### src/rtl/if_fetch.sv
// Instruction-fetch stage: owns the PC, drives a variable-latency req/ack
// instruction memory and presents one instruction to IF/ID, with a single skid entry.
module if_fetch #(
    parameter int                ADDR_W   = 32,
    parameter int                INST_W   = 32,
    parameter logic [ADDR_W-1:0] RESET_PC = '0
) (
    input  logic              clk,
    input  logic              rst,
    input  logic              stall_i,
    input  logic              branch_flag_i,
    input  logic [ADDR_W-1:0] branch_target_i,
    output logic              mem_req_o,
    output logic [ADDR_W-1:0] mem_addr_o,
    input  logic              mem_ack_i,
    input  logic [INST_W-1:0] mem_rdata_i,
    output logic [ADDR_W-1:0] if_pc,
    output logic [INST_W-1:0] if_inst,
    output logic              if_valid,
    output logic [1:0]        fsm_state
);

    // Handshake: mem_req_o stays high with mem_addr_o stable until the cycle
    // mem_ack_i=1; that edge completes the request. Downstream takes the
    // output on any edge where if_valid=1 and stall_i=0.
    typedef enum logic [1:0] {
        FETCH = 2'd0,
        DROP  = 2'd1,
        HOLD  = 2'd2
    } state_t;

    state_t            state, state_n;
    logic [ADDR_W-1:0] pc, pc_n;
    logic [ADDR_W-1:0] req_addr, req_addr_n;
    logic [ADDR_W-1:0] buf_pc, buf_pc_n;
    logic [INST_W-1:0] buf_inst, buf_inst_n;
    logic [ADDR_W-1:0] if_pc_n;
    logic [INST_W-1:0] if_inst_n;
    logic              if_valid_n;

    logic [ADDR_W-1:0] target;
    logic [ADDR_W-1:0] pc_inc;
    logic [ADDR_W-1:0] drop_pc;
    logic              consumed;
    logic              out_free;

    assign target     = {branch_target_i[ADDR_W-1:2], 2'b00};
    assign pc_inc     = pc + ADDR_W'(4);
    assign drop_pc    = branch_flag_i ? target : pc;
    assign consumed   = if_valid && !stall_i;
    assign out_free   = !if_valid || consumed;

    assign mem_req_o  = ((state == FETCH) || (state == DROP)) && !rst;
    assign mem_addr_o = req_addr;
    assign fsm_state  = state;

    always_comb begin
        state_n    = state;
        pc_n       = pc;
        req_addr_n = req_addr;
        buf_pc_n   = buf_pc;
        buf_inst_n = buf_inst;
        if_pc_n    = if_pc;
        if_inst_n  = if_inst;
        if_valid_n = if_valid;
        case (state)
            FETCH: begin
                if (branch_flag_i && mem_ack_i) begin
                    pc_n       = target;
                    req_addr_n = target;
                    if_valid_n = 1'b0;
                end else if (branch_flag_i) begin
                    // Request to the old address is still in flight; keep it stable.
                    pc_n       = target;
                    if_valid_n = 1'b0;
                    state_n    = DROP;
                end else if (mem_ack_i && out_free) begin
                    if_pc_n    = req_addr;
                    if_inst_n  = mem_rdata_i;
                    if_valid_n = 1'b1;
                    pc_n       = pc_inc;
                    req_addr_n = pc_inc;
                end else if (mem_ack_i) begin
                    buf_pc_n   = req_addr;
                    buf_inst_n = mem_rdata_i;
                    pc_n       = pc_inc;
                    req_addr_n = pc_inc;
                    state_n    = HOLD;
                end else if (consumed) begin
                    if_valid_n = 1'b0;
                end
            end
            DROP: begin
                pc_n       = drop_pc;
                if_valid_n = 1'b0;
                if (mem_ack_i) begin
                    req_addr_n = drop_pc;
                    state_n    = FETCH;
                end
            end
            HOLD: begin
                if (branch_flag_i) begin
                    buf_pc_n   = '0;
                    buf_inst_n = '0;
                    pc_n       = target;
                    req_addr_n = target;
                    if_valid_n = 1'b0;
                    state_n    = FETCH;
                end else if (consumed) begin
                    if_pc_n    = buf_pc;
                    if_inst_n  = buf_inst;
                    if_valid_n = 1'b1;
                    state_n    = FETCH;
                end
            end
            default: state_n = FETCH;
        endcase
    end

    always_ff @(posedge clk) begin
        if (rst) begin
            state    <= FETCH;
            pc       <= RESET_PC;
            req_addr <= RESET_PC;
            buf_pc   <= '0;
            buf_inst <= '0;
            if_pc    <= '0;
            if_inst  <= '0;
            if_valid <= 1'b0;
        end else begin
            state    <= state_n;
            pc       <= pc_n;
            req_addr <= req_addr_n;
            buf_pc   <= buf_pc_n;
            buf_inst <= buf_inst_n;
            if_pc    <= if_pc_n;
            if_inst  <= if_inst_n;
            if_valid <= if_valid_n;
        end
    end

endmodule

### config.mk
export PLATFORM = sky130hd
export DESIGN_NAME = if_fetch
export DESIGN_NICKNAME = d
export VERILOG_FILES = /design/src/rtl/if_fetch.sv
export SDC_FILE = /design/constraint.sdc
export NUM_CORES = 1
export LEC_CHECK = 0
export ABC_CLOCK_PERIOD_IN_PS = 5900
export CAP_MARGIN = 20
export CORE_MARGIN = 2
export CORE_UTILIZATION = 38
export DETAILED_ROUTE_END_ITERATION = 12
export PLACE_DENSITY_LB_ADDON = 0.3
export SLEW_MARGIN = 15
export SYNTH_ARGS = -nofsm -noshare
export SYNTH_HDL_FRONTEND = slang
export SYNTH_SLANG_ARGS = --single-unit
### constraint.sdc
create_clock -name clk -period 5.9 [get_ports clk]
set_input_delay 1.77 -clock clk [delete_from_list [all_inputs] [get_ports clk]]
set_output_delay 1.77 -clock clk [all_outputs]
set_load 0.02 [all_outputs]
==> metrics, run 1 <==
largest net degree at the start of global routing 89; GR Util All Layers 21.9%; syn nets ~1300; internal power 2490 uW; later-pin clock latency in the skew report around 0.44 ns; Synth cell types 63; multi-input logic area 5860 sq um; count of final setup violators 0; leakage power 0.00475 uW; CTS H-tree depth 4; worst hold path type register to register; drt via density 5.70; switch share 34.9%; ant diodes 0; DP Cell Count 1628; Final Hold Viols 0; Setup CP Type input port to primary output; fmax 228 MHz; Residual DRC 0; CTS buffer count 17; Vias 9459; Iter 0 DRT Violations 1007; Tcrit/Tclk final 74.4%; GPL Wtd Cong between 0.9 and 1; die footprint 28200 sq um; maxcap violations 0; Mapped Cells 1209; register area 3900 sq um; switching power about 1300 uW; CP startpoint kind input port; Syn Area/Cell between 8 and 9 sq um; ys async rst share 0%; final WL 31200 microns; Logic pwr share 27.8%; Initial Utilization 38.4%; CP Max Fanout 7; relative slew slack around 32%; WL/cell 18.8 microns; most common cell after layout, fill and taps aside dfxtp_1; Syn Std Cell Area between 10000 and 15000 sq um; Final min period 4.39 ns; Flop pwr share 40.1%; nets 1381; Filler cells about 2500; Tot Pwr ~3800 uW; core area 26700 sq um; row cnt 60; setup TNS 0 ns; pre-CTS setup slack 1.50 ns; CTS Hold Buffers Added 0; status completed; Seq cells post-synth about 200; Syn-to-layout area delta 24.2%; post-route ant nets 0; estimated wirelength of the detail-placed design between 20000 and 25000 microns; TritonCTS clock tree yes; grt ovf 0; clk sink count 195; Layout Cells excl Fill 1660; Final Util 47.6%; RSZ-0062 raised after global routing false; vias in the first global route 9036; Clock Power Share 32.1%; # IOs 169; synth warn 0; Main synth FF type dfxtp_1; # port buffers 166; post_cts resized 0; sequential share of the synthesized area 38.2%; Max Slew Vio Count 0; Worst-Margin Slew between 1 and 1.5 ns; Die H ~170 microns; CP arrival around 2.6 ns; # Post-CTS Setup Buffers 0; root buf cell clkbuf_16; layout cell share with drive strength beyond 1 11.4%; number of synthesized flops with an enable pin 0; Setup Skew 0.0188 ns; CP required 4.13 ns; most frequent cells in the layout 195 x dfxtp_1, 164 x clkdlybuf4s50_1, 133 x nand2_1; Worst Setup Slack, final between 1.5 and 2 ns; Setup crit end kind primary output; Max VDD drop around 230 uV; first-pass GRT wire length around 50000 microns; PwrDens about 300 nW/um^2; Die W between 150 and 200 microns; deepest clock path buffer count 2; clock slew at the register clock pins of the worst setup and hold paths 0.07 ns; initial antenna violation count 0; Pre-antenna DRT Iters 5
==> flip-flops by register name (all words and copies together), names as in the netlist <==
register and count:
if_pc 32, pc 32, if_inst 32, buf_pc 32, fsm_state 2, buf_inst 32
if_valid 1, mem_addr_o 32
==> final timing paths <==
kind | start | end | slack, ns | depth (start not counted)
setup / recovery | rst | mem_req_o | 1.51 | 3
hold / removal | buf_pc[1] | buf_pc[1] | 0.45 | 2
setup reg to reg | fsm_state[0] | mem_addr_o[25] | 2.78 | 7
hold reg to reg | buf_pc[1] | buf_pc[1] | 0.45 | 2
==> power groups by stage <==
stage               Sequential [uW]  Combinational [uW]  Clock, uW
finish                         1530                1060       1230
detailed placement             1560                1050          0
global placement               1560                1050          0
floorplan                      1580                 613          0
global route                   1550                1140       1300
CTS                            1530                1060       1250
==> cell usage after synthesis (3+ instances only) <==
cell      count  share of area, %
a311oi_1      9              0.77
and3_1       12              0.73
o21ai_0      52               2.5
o21a_1        4              0.29
o221ai_1      3              0.26
ha_1          6              0.73
a211oi_1     21               1.5
buf_2        18              0.88
nand3_2       3              0.29
a31oi_1       3              0.18
inv_1        12              0.44
nor4_4        3              0.62
a221oi_1     19               1.6
nand3_1      23               1.1
nor3_1       31               1.5
or3_1         9              0.55
buf_1         6              0.22
o31a_1        7              0.60
dfxtp_1     195                38
o31ai_1       9              0.66
mux2i_1      69               6.8
xor2_1        6              0.51
a22oi_1       9              0.66
and4_1        3              0.26
o211ai_1     10              0.73
nand2b_1      4              0.24
clkbuf_1     86               3.2
a22o_1        6              0.51
nor4_1       11              0.67
or4_1         5              0.37
nor2_1      119               4.4
o22ai_1       3              0.18
nor2b_1       5              0.31
xnor2_1      10              0.86
nand3b_1     65               4.8
nand4_1       8              0.49
mux2_2       76               8.4
a21oi_1     102               5.0
nand2_1     133               4.9
a21o_1        6              0.44
==> critical path: stages <==
cell,delay [ns]
buf_4,0.14
nor2_1,0.10
clkdlybuf4s50_1,0.61
==> logic make-up after synthesis <==
logic type,after synthesis,share of synthesized area [%]
AND/OR/NAND/NOR,442,21.9
buffers and inverters,123,4.74
flip-flops,195,38.2
adder cells (fa/ha/maj),6,0.734
multiplexers,145,15.1
AO/OA/AOI/OAI,282,17.9
XOR/XNOR,16,1.37
==> stage by stage <==
stage	area, sq um	hold WS (ns)
after floorplan	10200	0.428
after global placement	12100	0.435
after detailed placement	12100	0.440
after CTS	12700	0.452
after global routing	12700	0.466
final	12700	0.449
==> layer usage <==
metal / routed length [microns] / up-vias / track usage, %
met4: 1050 / 0 / 8.85
met5: 0 / - / 0
met1: 14100 / 4481 / 30.0
met3: 2180 / 67 / 4.33
met2: 13900 / 342 / 34.0
li1: - / 4569 / -
==> area by class of cell <==
cell class	instances	share of cell area, %
inverters	13	0.384
repair buffers	188	14.4
flip-flops and latches	195	30.7
clock inverters	15	1.61
well taps	341	3.36
clock buffers	17	3.35
multi-input cells	891	46.1
(Power assumes the default switching activity.)
==> run 2, diff against run 1 <==
Settings changed: ABC_CLOCK_PERIOD_IN_PS 5900 to 4600.
Clock period 5.9 ns to 4.6 ns, I/O delays scaled along.
==> run 2 against run 1 <==
Against the previous run: first-iteration DRC count grew 5.1%; core utilization increased by 0.27 points; hold slack improved by 0.00072 ns; worst setup slack got worse by 0.49 ns; largest power group unchanged.
==> metrics, run 2 (synthesis results as in run 1) <==
PwrDens 385 nW/um^2; Final min period roughly 3.6 ns; worst hold path type register to register; deepest clock path buffer count 2; fmax 280 MHz; # Post-CTS Setup Buffers 0; Max Slew Vio Count 0; Logic pwr share 28.0%; Setup CP Type input port to primary output; post_cts resized 0; Max VDD drop approximately 280 uV; setup TNS 0 ns; Tcrit/Tclk final 77.8%; drt via density 5.72; leakage power 0.00480 uW; WL/cell 18.7 microns; maxcap violations 0; Pre-antenna DRT Iters 6; largest net degree at the start of global routing 167; layout cell share with drive strength beyond 1 11.8%; Die H 168 microns; TritonCTS clock tree yes; CP cell instances buf_4 -> nor2_1 -> clkdlybuf4s50_1; relative slew slack between 40% and 50%; CP required 3.22 ns; GPL Wtd Cong 0.963; Iter 0 DRT Violations 1058; CTS buffer count 17; CTS Hold Buffers Added 0; count of final setup violators 0; estimated wirelength of the detail-placed design between 20000 and 25000 microns; root buf cell clkbuf_16; Setup crit end kind primary output; CP arrival 2.20 ns; Vias 9530; internal power 3210 uW; later-pin clock latency in the skew report about 0.44 ns; met2 usage 33.6%; GRT met3 Usage 3.90%; Setup Skew between 0.015 and 0.02 ns; post-route ant nets 0; internal reg-to-reg setup slack 1.61 ns; initial antenna violation count 1; ant diodes 0; most common cell after layout, fill and taps aside dfxtp_1; met1 Use GR a little under a third; clk sink count just under 200; final WL 31200 microns; Clock Power Share 31.9%; Residual DRC 0; CP startpoint kind input port; die footprint 28200 sq um; GR Util All Layers a little over a fifth; most frequent cells in the layout 195 x dfxtp_1, 164 x clkdlybuf4s50_1, 133 x nand2_1; Final Hold Viols 0; Worst-Margin Slew ~0.86 ns; switching power 1710 uW; clock slew at the register clock pins of the worst setup and hold paths around 0.070 ns; vias in the first global route 8904; # port buffers 166; status completed; CP Max Fanout 2; layer with the highest usage met2; CP max stage delay 0.60 ns; core area between 20000 and 30000 sq um; Die W around 170 microns; first-pass GRT wire length 49900 microns; CTS H-tree depth 4; Flop pwr share 40.1%; Syn-to-layout area delta 24.9%; Tot Pwr 4910 uW; nets 1387; # IOs 169; Placed Area roughly 12000 sq um; grt ovf 0; Final Util 47.9%; Initial Utilization 38.4%; RSZ-0062 raised after global routing false; switch share a little over a third; Crit-path slowest cell clkdlybuf4s50_1; design area 12800 sq um; row cnt 60
## run 2: final timing paths
| path | cells after the start | startpoint | to |
|---|---|---|---|
| setup reg to reg | 8 | fsm_state[0] | mem_addr_o[3] |
| hold / removal | 2 | buf_inst[6] | buf_inst[6] |
| hold reg to reg | 2 | buf_inst[6] | buf_inst[6] |
| setup / recovery | 3 | rst | mem_req_o |
## run 2: area by class of cell
class / instances / area (sq um)
fillers: 2482 / 13900
multi-input cells: 891 / 5860
flip-flops and latches: 195 / 3900
repair buffers: 194 / 1900
well taps: 341 / 427
clock buffers: 17 / 425
clock inverters: 15 / 206
inverters: 13 / 48.8
## run 2: critical path: cells and delay by family
family                 cells  cell delay [ns]
buffers and inverters      2             0.72
AND/OR/NAND/NOR            1             0.09
## run 2: power by group through the flow
stage | sequential (uW) | clock [uW] | combinational [uW]
floorplan | 2030 | 0 | 787
global placement | 2000 | 0 | 1350
detailed placement | 2010 | 0 | 1360
CTS | 1970 | 1610 | 1360
global route | 1990 | 1680 | 1470
finish | 1970 | 1570 | 1380
## run 2: layer usage
layer | share of wire, % | routed length [microns]
met1 | 45 | 14100
met2 | 45 | 13900
met3 | 6.8 | 2130
met4 | 3.5 | 1090
met5 | 0.042 | 13
## run 2: metrics by stage
| stage | std cells | worst slack (ns) | hold WS [ns] |
|---|---|---|---|
| detailed placement | 1634 | 0.853 | 0.440 |
| global placement | 1634 | 0.917 | 0.435 |
| global route | 1666 | 0.903 | 0.463 |
| CTS | 1666 | 0.988 | 0.451 |
| floorplan | 1209 | 1.15 | 0.428 |
| finish | 1666 | 1.02 | 0.450 |
